## config.mk

```make
export PLATFORM = sky130hd
export DESIGN_NAME = jt49_dcrm_mc
export DESIGN_NICKNAME = d
export VERILOG_FILES = /design/src/rtl/jt49_dcrm_mc.sv
export SDC_FILE = /design/constraint.sdc
export NUM_CORES = 1
export LEC_CHECK = 0
export ABC_AREA = 1
export CAP_MARGIN = 15
export CORE_ASPECT_RATIO = 0.5
export CORE_MARGIN = 5
export CORE_UTILIZATION = 40
export CTS_CLUSTER_SIZE = 10
export DETAILED_ROUTE_END_ITERATION = 6
export MAX_ROUTING_LAYER = met4
export SETUP_SLACK_MARGIN = 0.2
export SLEW_MARGIN = 20
export SYNTH_ARGS = -nofsm -noshare
export SYNTH_HDL_FRONTEND = slang
export SYNTH_SLANG_ARGS = --single-unit
```

## constraint.sdc

```tcl
create_clock -name clk -period 7.95 [get_ports clk]
set_clock_uncertainty 0.05 [all_clocks]
set_input_delay 1.59 -clock clk [delete_from_list [all_inputs] [get_ports clk]]
set_output_delay 1.59 -clock clk [all_outputs]
set_load 0.1 [all_outputs]
```

## src/rtl/jt49_dcrm_mc.sv

```systemverilog
// jt49_dcrm_mc: time-multiplexed multi-channel DC-removal high-pass filter.
// A single integrator / error-feedback core serves CH channels whose state
// lives in small register arrays. Each channel is primed by its first
// sample so its output starts at zero instead of slowly settling.
// Optional build macro JT49_DCRM_SAT_EN: saturate dout and add sticky sat_flag;
// without it dout wraps to the low SW bits.
module jt49_dcrm_mc #(
  parameter int SW = 8,
  parameter int DW = 10,
  parameter int CH = 3,
  parameter int CW = 2
) (
  input  logic          clk,
  input  logic          rst,
  input  logic          cen,
  input  logic          clr_all,
  input  logic          signed_in,
  input  logic [3:0]    tc,
  input  logic          din_valid,
  input  logic [CW-1:0] din_ch,
  input  logic [SW-1:0] din,
  output logic          busy,
  output logic          dout_valid,
  output logic [CW-1:0] dout_ch,
  output logic [SW-1:0] dout
`ifdef JT49_DCRM_SAT_EN
  ,
  output logic          sat_flag
`endif
);

  localparam int IW = SW + DW + 2;

  typedef enum logic {CLEAR, IDLE} state_t;

  state_t        state;
  logic [CW-1:0] cnt;

  logic signed [IW-1:0] integ_mem  [CH];
  logic signed [IW-1:0] err_mem    [CH];
  logic                 primed_mem [CH];

  // Time-constant exponent limited to the range the integrator supports.
  function automatic logic [3:0] clamp_tc(input logic [3:0] t);
    if (t < 4'd4)
      return 4'd4;
    else if (int'(t) > DW)
      return 4'(DW);
    else
      return t;
  endfunction

  // Plain two's-complement wrap to the output width.
  function automatic logic [SW-1:0] wrap_out(input logic signed [SW+1:0] p);
    return p[SW-1:0];
  endfunction

`ifdef JT49_DCRM_SAT_EN
  // Out of range when the top three bits are not all equal.
  function automatic logic clip_det(input logic signed [SW+1:0] p);
    return (|p[SW+1:SW-1]) & ~(&p[SW+1:SW-1]);
  endfunction

  function automatic logic [SW-1:0] sat_out(input logic signed [SW+1:0] p);
    if (!clip_det(p))
      return p[SW-1:0];
    else if (p[SW+1])
      return {1'b1, {(SW-1){1'b0}}};
    else
      return {1'b0, {(SW-1){1'b1}}};
  endfunction
`endif

  logic                 ch_ok_p0;
  logic                 accept_p0;
  logic [CW-1:0]        idx_p0;
  logic signed [IW-1:0] integ_rd_p0;
  logic signed [IW-1:0] err_rd_p0;
  logic                 primed_rd_p0;
  logic signed [SW:0]   x_p0;
  logic signed [IW-1:0] exact_p0;
  logic signed [SW+1:0] q_p0;
  logic signed [SW+1:0] pre_p0;
  logic [3:0]           k_p0;
  logic [3:0]           shamt_p0;
  logic signed [IW-1:0] pre_ext_p0;
  logic signed [IW-1:0] integ_nxt_p0;
  logic signed [IW-1:0] err_nxt_p0;
  logic signed [IW-1:0] prime_integ_p0;
  logic [SW-1:0]        out_p0;
`ifdef JT49_DCRM_SAT_EN
  logic                 clip_p0;
`endif

  // ---- p0: read channel state, compute new state and output in one clk
  // Read, compute and write-back of the selected channel all happen in this
  // clk, so back-to-back samples on one channel always see updated state.
  always_comb begin
    ch_ok_p0       = (int'(din_ch) < CH);
    idx_p0         = ch_ok_p0 ? din_ch : '0;
    accept_p0      = (state == IDLE) & cen & din_valid & ch_ok_p0;
    integ_rd_p0    = integ_mem[idx_p0];
    err_rd_p0      = err_mem[idx_p0];
    primed_rd_p0   = primed_mem[idx_p0];
    x_p0           = signed_in ? {din[SW-1], din} : {1'b0, din};
    exact_p0       = integ_rd_p0 + err_rd_p0;
    q_p0           = exact_p0[IW-1:DW];
    pre_p0         = {x_p0[SW], x_p0} - q_p0;
    k_p0           = clamp_tc(tc);
    shamt_p0       = 4'(DW) - k_p0;
    pre_ext_p0     = {{DW{pre_p0[SW+1]}}, pre_p0};
    integ_nxt_p0   = integ_rd_p0 + (pre_ext_p0 <<< shamt_p0);
    err_nxt_p0     = exact_p0 - {q_p0, {DW{1'b0}}};
    prime_integ_p0 = {x_p0[SW], x_p0, {DW{1'b0}}};
`ifdef JT49_DCRM_SAT_EN
    clip_p0        = primed_rd_p0 & clip_det(pre_p0);
    out_p0         = primed_rd_p0 ? sat_out(pre_p0) : '0;
`else
    out_p0         = primed_rd_p0 ? wrap_out(pre_p0) : '0;
`endif
  end

  // Clear-sweep controller: CLEAR zeroes one channel per clk, then IDLE.
  always_ff @(posedge clk) begin
    if (rst) begin
      state <= CLEAR;
      cnt   <= '0;
      busy  <= 1'b1;
    end else if (clr_all) begin
      state <= CLEAR;
      cnt   <= '0;
      busy  <= 1'b1;
    end else if (state == CLEAR) begin
      if (cnt == CW'(CH - 1)) begin
        state <= IDLE;
        cnt   <= '0;
        busy  <= 1'b0;
      end else begin
        cnt <= cnt + 1'b1;
      end
    end
  end

  // Per-channel state write-back: sweep clear, priming, or normal update.
  always_ff @(posedge clk) begin
    if (state == CLEAR) begin
      integ_mem[cnt]  <= '0;
      err_mem[cnt]    <= '0;
      primed_mem[cnt] <= 1'b0;
    end else if (accept_p0) begin
      if (!primed_rd_p0) begin
        integ_mem[idx_p0]  <= prime_integ_p0;
        err_mem[idx_p0]    <= '0;
        primed_mem[idx_p0] <= 1'b1;
      end else begin
        integ_mem[idx_p0] <= integ_nxt_p0;
        err_mem[idx_p0]   <= err_nxt_p0;
      end
    end
  end

  // ---- p0 -> p1: output registers, one-clk valid pulse per accepted sample
  always_ff @(posedge clk) begin
    if (rst) begin
      dout_valid <= 1'b0;
      dout_ch    <= '0;
      dout       <= '0;
    end else begin
      dout_valid <= accept_p0;
      if (accept_p0) begin
        dout_ch <= din_ch;
        dout    <= out_p0;
      end
    end
  end

`ifdef JT49_DCRM_SAT_EN
  // Sticky clip indicator, cleared by reset or clr_all.
  always_ff @(posedge clk) begin
    if (rst || clr_all)
      sat_flag <= 1'b0;
    else if (accept_p0 && clip_p0)
      sat_flag <= 1'b1;
  end
`endif

endmodule

```

==> results of run 1 <==
-- worst min path at each step --
stage               cells past startpoint  slack, ps            startpoint                    to
floorplan                               2        450   cnt[0]$_SDFFE_PP0N_   cnt[1]$_SDFFE_PP0N_
global placement                        2        390     busy$_SDFFE_PP1P_     busy$_SDFFE_PP1P_
detailed placement                      2        400     busy$_SDFFE_PP1P_     busy$_SDFFE_PP1P_
CTS                                     2        410     busy$_SDFFE_PP1P_     busy$_SDFFE_PP1P_
global route                            2        440  dout[7]$_SDFFE_PP0P_  dout[7]$_SDFFE_PP0P_
finish                                  2        410     busy$_SDFFE_PP1P_     busy$_SDFFE_PP1P_
-- repair_timing --
item | 4_1_cts | 5_1_grt
setup endpoints to repair | 0 | 39
endpoints found under the hold margin | 0 | 0
gates resized for setup | 0 | 24
-- kinds of logic after synthesis --
kind of cell | share of synthesized area (%)
AOI/OAI and AO/OA | 14.0
xor gates and xnor gates | 2.43
adders and majority gates | 7.09
buffers and inverters | 7.55
DFF | 42.9
muxes | 0.278
and+or+nand+nor | 25.7
-- layout make-up --
type	instances	area, um^2	area share [%]
multi-input combinational	651	3650	42.0
sequential	108	3090	35.5
timing repair buffer	115	950	10.9
inverter	107	405	4.66
tap	234	293	3.36
clock buffer	10	229	2.63
clock inverter	6	82.6	0.949
-- state kept, by name, summed over array words and instances, names as in the netlist --
| name | cells |
|---|---|
| integ_mem | 60 |
| err_mem | 30 |
| dout | 8 |
| primed_mem | 3 |
| cnt | 2 |
| dout_ch | 2 |
| busy | 1 |
| dout_valid | 1 |
| state | 1 |
-- stage by stage --
stage / utilization [%] / setup slack, ps
after floorplan: - / 599
after global placement: 47.5 / -4.04
after detailed placement: 47.5 / -64.7
after CTS: 49.3 / 288
after global routing: 49.7 / 196
final: 49.7 / 730
-- where the power goes --
part	internal, W	switching, W	total [W]
Sequential	0.000636	0.00000597	0.000642
Clock	0.000251	0.000219	0.000471
Combinational	0.000307	0.000431	0.000737
-- critical path: cells and delay by family --
family / cells / cell delay [ps]
and+or+nand+nor: 26 / 2410
adders and majority gates: 4 / 1240
AOI/OAI and AO/OA: 9 / 1180
buffers and inverters: 7 / 680
xor gates and xnor gates: 1 / 170
-- placed cells by master, fill, tap and decap left out, types with 4 or more instances in the layout --
cell type,instances
a21oi_1,60
a21oi_2,4
a31oi_1,7
a31oi_2,6
buf_4,83
clkbuf_16,9
clkdlybuf4s50_1,29
dfxtp_1,15
edfxtp_1,93
ha_1,35
inv_1,99
inv_2,6
nand2_1,231
nand2_2,15
nand3_1,57
nand4_1,9
nor2_1,77
nor2_2,4
nor2_4,6
nor3_1,7
o21ai_0,43
o21ai_1,14
o21ai_2,11
xnor2_1,5
xor2_1,15
-- routing by layer --
metal	routed length, um	share of wire (%)	vias up
met3	845	4.5	22
met2	8530	45	119
li1	-	-	3182
met4	308	1.6	0
met5	0	0	-
met1	9150	49	2890
==> results.py, run 1 <==
metrics = {
    "status": {
        "status": "finished clean",
    },
    "cts": {
        "ctsHoldBuffers": 0,
        "ctsRootBufferMaster": "clkbuf_16",
        "cts_tree": "done",
        "htree_levels": 3,
        "clk_latency_ps": 360,
        "cts_buffers": 9,
        "cts.sinks": 108,
        "clk_path_buf_depth": 2,
        "path_clk_slew_ps": 80,
        "post_cts_buffers": 0,
    },
    "global_routing": {
        "grt_start_max_net_pins": 31,
        "grt_pass1_wl_um": 30100,
        "grt_pass1_vias": 5796,
        "use_met1_pct": 25.4,
        "grt_util_met2_pct": 28.8,
        "gr-usage-all-layers_pct": 18.6,
        "grtUsageMet3_pct": 3.60,
        "grt_overflow": 0,
        "antenna_found_initial": 0,
        "grt-busiest-layer": "met2",
    },
    "placed_design": {
        "hpwl_um": 14400,
        "place_inst": 1215,
        "io_buffers": 31,
        "gp_congestion": 0.885,
        "post_dp_cell_area_um2": 8330,
    },
    "critical_path": {
        "worstSetupPathType": "in -> reg",
        "cp.arrival_ps": 7280,
        "slowest_stage": "ha_1",
        "cp_data_required_time_ps": 8010,
        "cpPeakStageDelay_ps": 370,
        "crit_start": "din_ch[0]",
        "endpoint_kind": "flip-flop",
        "cp_max_fo": 6,
        "setup.reg_to_reg.worst_slack_ps": 2140,
        "r2r-end": "integ_mem[1][18]$_DFFE_PP_",
        "cp-start-kind": "input pin",
        "regToRegStartpoint": "integ_mem[0][0]$_DFFE_PP_",
        "path_common_cell": "nand2_1",
        "cp-endpoint": "integ_mem[1][18]$_DFFE_PP_",
        "rr_worst_depth": 44,
    },
    "synthesis": {
        "synth_edf_count": 93,
        "synthArstFlopShare_pct": 0,
        "synth_top_area_share_pct": 38.8,
        "ys.flop_type": "edfxtp_1",
        "synthesis.nets": 948,
        "yosysSeqAreaShare_pct": 42.9,
        "yosysTopAreaCell": "edfxtp_1",
        "synth.most_common_cell": "nand2_1",
        "yosysUniqueCellTypes": 58,
        "synth_cells": 889,
        "yosys_warnings": 0,
        "synth.avg_cell_area_um2": 8.10,
        "yosys-top-cells-count": "nand2_1, inv_1, edfxtp_1",
        "ys_top_cells_by_area": "edfxtp_1, nand2_1, ha_1, inv_1, a21oi_1",
        "ys_ff_latch": 108,
        "syn_area_um2": 7200,
    },
    "timing": {
        "fin_hold_ws_ps": 406,
        "period_minus_slack_ps": 7220,
        "relSlewSlack_pct": 25.8,
        "fmax_mhz": 139,
        "setup_tns_ps": 0,
        "hold_violations": 0,
        "period_share_pct": 90.8,
        "drv_slew": 0,
        "rsz0062_at_grt": "false",
        "setup_violations": 0,
        "tightestPinTransition_ps": 1110,
    },
    "die": {
        "die-area_um2": 21000,
        "start_util_pct": 41.1,
        "row_count": 34,
        "ioPinCount": 32,
        "die_x_um": 200,
        "die_h_um": 105,
        "core-area_um2": 17500,
    },
    "layout": {
        "fin_area_um2": 8710,
        "num_antenna_cells": 0,
        "fin_cells": 1231,
        "drive_above_1_share_pct": 17.3,
        "fillers": 1698,
        "synthToLayoutAreaGrowth_pct": 20.8,
        "nNetsFinal": 1051,
    },
    "drt": {
        "drt_iter0_markers": 466,
        "wl_per_cell_um": 15.3,
        "vias": 6213,
        "wl_um": 18800,
        "drc": 0,
        "dr.pass1.iters": 5,
        "vias_per_cell": 5.05,
        "ant_nets": 0,
    },
    "power_and_ir_drop": {
        "power.total_w": 0.00185,
        "power.leakage_nw": 3.89,
        "powerDensity_nw_per_um2": 212,
        "ir_drop_mv": 0.123,
    },
    "min_path": {
        "hold_class": "reg -> reg",
    },
    "run": {
        "cap_violations": 0,
    },
}
Note: power is estimated with default switching activity, not from simulation.
==> run 2, diff against run 1 <==
--- a/config.mk
+++ b/config.mk
@@ -14,6 +14,7 @@
 export DETAILED_ROUTE_END_ITERATION = 6
 export MAX_ROUTING_LAYER = met4
 export SETUP_SLACK_MARGIN = 0.2
+export SKIP_LAST_GASP = 1
 export SLEW_MARGIN = 20
 export SYNTH_ARGS = -nofsm -noshare
 export SYNTH_HDL_FRONTEND = slang
==> results of run 2 <==
No change in the layout: final DEF, timing and power equal those of run 1.
==> run 3, diff against run 2 <==
--- a/config.mk
+++ b/config.mk
@@ -13,6 +13,7 @@
 export CTS_CLUSTER_SIZE = 10
 export DETAILED_ROUTE_END_ITERATION = 6
 export MAX_ROUTING_LAYER = met4
+export PLACE_DENSITY_LB_ADDON = 0.08
 export SETUP_SLACK_MARGIN = 0.2
 export SKIP_LAST_GASP = 1
 export SLEW_MARGIN = 20
==> constraint.sdc (replaced) <==
create_clock -name clk -period 6.81 [get_ports clk]
set_clock_uncertainty 0.05 [all_clocks]
set_input_delay 1.362 -clock clk [delete_from_list [all_inputs] [get_ports clk]]
set_output_delay 1.362 -clock clk [all_outputs]
set_load 0.1 [all_outputs]
==> run 3 against run 2 <==
Net effect: largest power group unchanged; register-to-register slack lost 960 ps; final cell count grew 12%; die area is the same; utilization grew 11 points; sequential power grew 17%; critical path type unchanged; highest routed layer unchanged.
==> results.py, run 3 (synthesis gave the netlist of run 1 again) <==
metrics = {
    "status": {
        "status": "finished clean",
    },
    "layout": {
        "nNetsFinal": 1197,
        "largestRegisters": "integ_mem (60), err_mem (30), dout (8)",
        "largest_reg_flops": 60,
        "layout_commonest_cell": "nand2_1",
        "fin_area_um2": 10600,
        "final_util_pct": 60.4,
        "drive_above_1_share_pct": 37.4,
        "synthToLayoutAreaGrowth_pct": 47.0,
        "final_cell_mix": "nand2_1, buf_4, edfxtp_1",
        "top_register": "integ_mem",
        "fin_cells": 1377,
        "num_antenna_cells": 0,
    },
    "cts": {
        "ctsRootBufferMaster": "clkbuf_16",
        "cts_buffers": 9,
        "cts_tree": "done",
        "clk_latency_ps": 360,
        "path_clk_slew_ps": 70,
        "cts.sinks": 108,
        "htree_levels": 3,
        "clk_path_buf_depth": 2,
    },
    "global_routing": {
        "grt_overflow": 0,
        "grt_start_max_net_pins": 31,
        "grt_pass1_vias": 6738,
        "grt_pass1_wl_um": 35000,
        "antenna_found_initial": 1,
        "gr-usage-all-layers_pct": 22.0,
    },
    "drt": {
        "wl_per_cell_um": 16.3,
        "drc": 0,
        "wl_um": 22400,
        "dr.pass1.iters": 5,
        "drt_iter0_markers": 467,
        "vias": 6991,
        "vias_per_cell": 5.08,
        "ant_nets": 0,
    },
    "timing": {
        "tightestPinTransition_ps": 991,
        "relSlewSlack_pct": 33.8,
        "fmax_mhz": 148,
        "rsz0062_at_grt": "true",
        "drv_slew": 0,
        "setup_ws_ps": 58.6,
        "hold_violations": 0,
        "setup_violations": 0,
        "period_share_pct": 99.1,
        "period_minus_slack_ps": 6750,
    },
    "die": {
        "die-area_um2": 21000,
        "die_h_um": 105,
        "ioPinCount": 32,
        "die_x_um": 200,
        "start_util_pct": 41.1,
        "row_count": 34,
        "core-area_um2": 17500,
    },
    "critical_path": {
        "regToRegStartpoint": "integ_mem[1][0]$_DFFE_PP_",
        "cp_data_required_time_ps": 6870,
        "cp.arrival_ps": 6810,
        "cp-start-kind": "input pin",
        "crit_family": "compound AO/OA/AOI/OAI gates",
        "path_buf_inv": 11,
        "crit_start": "din_ch[1]",
        "cpPeakStageDelay_ps": 350,
        "cp-endpoint": "integ_mem[2][16]$_DFFE_PP_",
        "setup.reg_to_reg.worst_slack_ps": 1180,
        "cp_max_fo": 5,
        "rr_worst_depth": 38,
        "cp.depth": 42,
        "slowest_stage": "ha_1",
        "endpoint_kind": "flip-flop",
        "r2r-end": "integ_mem[2][16]$_DFFE_PP_",
        "worstSetupPathType": "in -> reg",
    },
    "placed_design": {
        "place_inst": 1298,
        "pre_cts_ws_ps": -1250,
        "post_dp_cell_area_um2": 9110,
        "io_buffers": 31,
        "gp_congestion": 0.909,
        "hpwl_um": 15800,
    },
    "run": {
        "cap_violations": 0,
    },
    "power_and_ir_drop": {
        "power.leakage_nw": 4.72,
        "powerDensity_nw_per_um2": 246,
        "ir_drop_mv": 0.138,
    },
    "min_path": {
        "hold_class": "reg -> reg",
    },
}
## run 3: worst min path at each step
stage                               startpoint                   end  slack [ps]  cells past startpoint
after floorplan            cnt[0]$_SDFFE_PP0N_   cnt[1]$_SDFFE_PP0N_         450                      2
after detailed placement     busy$_SDFFE_PP1P_     busy$_SDFFE_PP1P_         410                      2
after global routing      dout[1]$_SDFFE_PP0P_  dout[1]$_SDFFE_PP0P_         450                      2
final                     dout[2]$_SDFFE_PP0P_  dout[2]$_SDFFE_PP0P_         420                      2
after CTS                 dout[2]$_SDFFE_PP0P_  dout[2]$_SDFFE_PP0P_         420                      2
after global placement       busy$_SDFFE_PP1P_     busy$_SDFFE_PP1P_         400                      2
## run 3: layer usage
layer,GRT usage (%),vias up,share of wire [%]
li1,-,3491,-
met1,31.5,3335,49
met2,32.5,134,44
met3,3.99,31,4.4
met4,5.33,0,1.9
met5,-,-,0
## run 3: through the flow
step | power (W) | setup TNS, ps | hold slack, ps
after global placement | 0.00174 | -39280 | 402
final | 0.00261 | 0 | 418
after floorplan | 0.00132 | -26.0 | 449
after CTS | 0.00243 | 0 | 421
after detailed placement | 0.00174 | -46280 | 406
after global routing | 0.00276 | -5370 | 448
## run 3: final cells by class
type | instances | area [um^2]
fill | 1562 | 6930
multi-input combinational | 651 | 4270
clock inverter | 7 | 80.1
clock buffer | 9 | 225
tap | 234 | 293
inverter | 107 | 418
timing repair buffer | 261 | 2210
sequential | 108 | 3090
## run 3: power by group
part | total (W) | internal, W | switching, W
clock network | 0.000550 | 0.000291 | 0.000259
logic | 0.00131 | 0.000630 | 0.000680
registers | 0.000749 | 0.000742 | 0.00000717
## run 3: repair_timing
action / CTS / global route
gates resized for setup: 78 / 97
buffers inserted: 37 / 25
cloned: 0 / 0
setup endpoints to repair: 51 / 46
hold buffers: 0 / 0
pin swaps: 62 / 50
## run 3: worst reg2reg max path, delay by kind of cell (launching register included)
family / cells / cell delay (ps)
compound gates: 11 / 1570
buf+inv: 8 / 760
xor+xnor: 1 / 180
flops: 1 / 370
fa+ha+maj: 5 / 1350
mux: 1 / 120
simple gates: 12 / 990
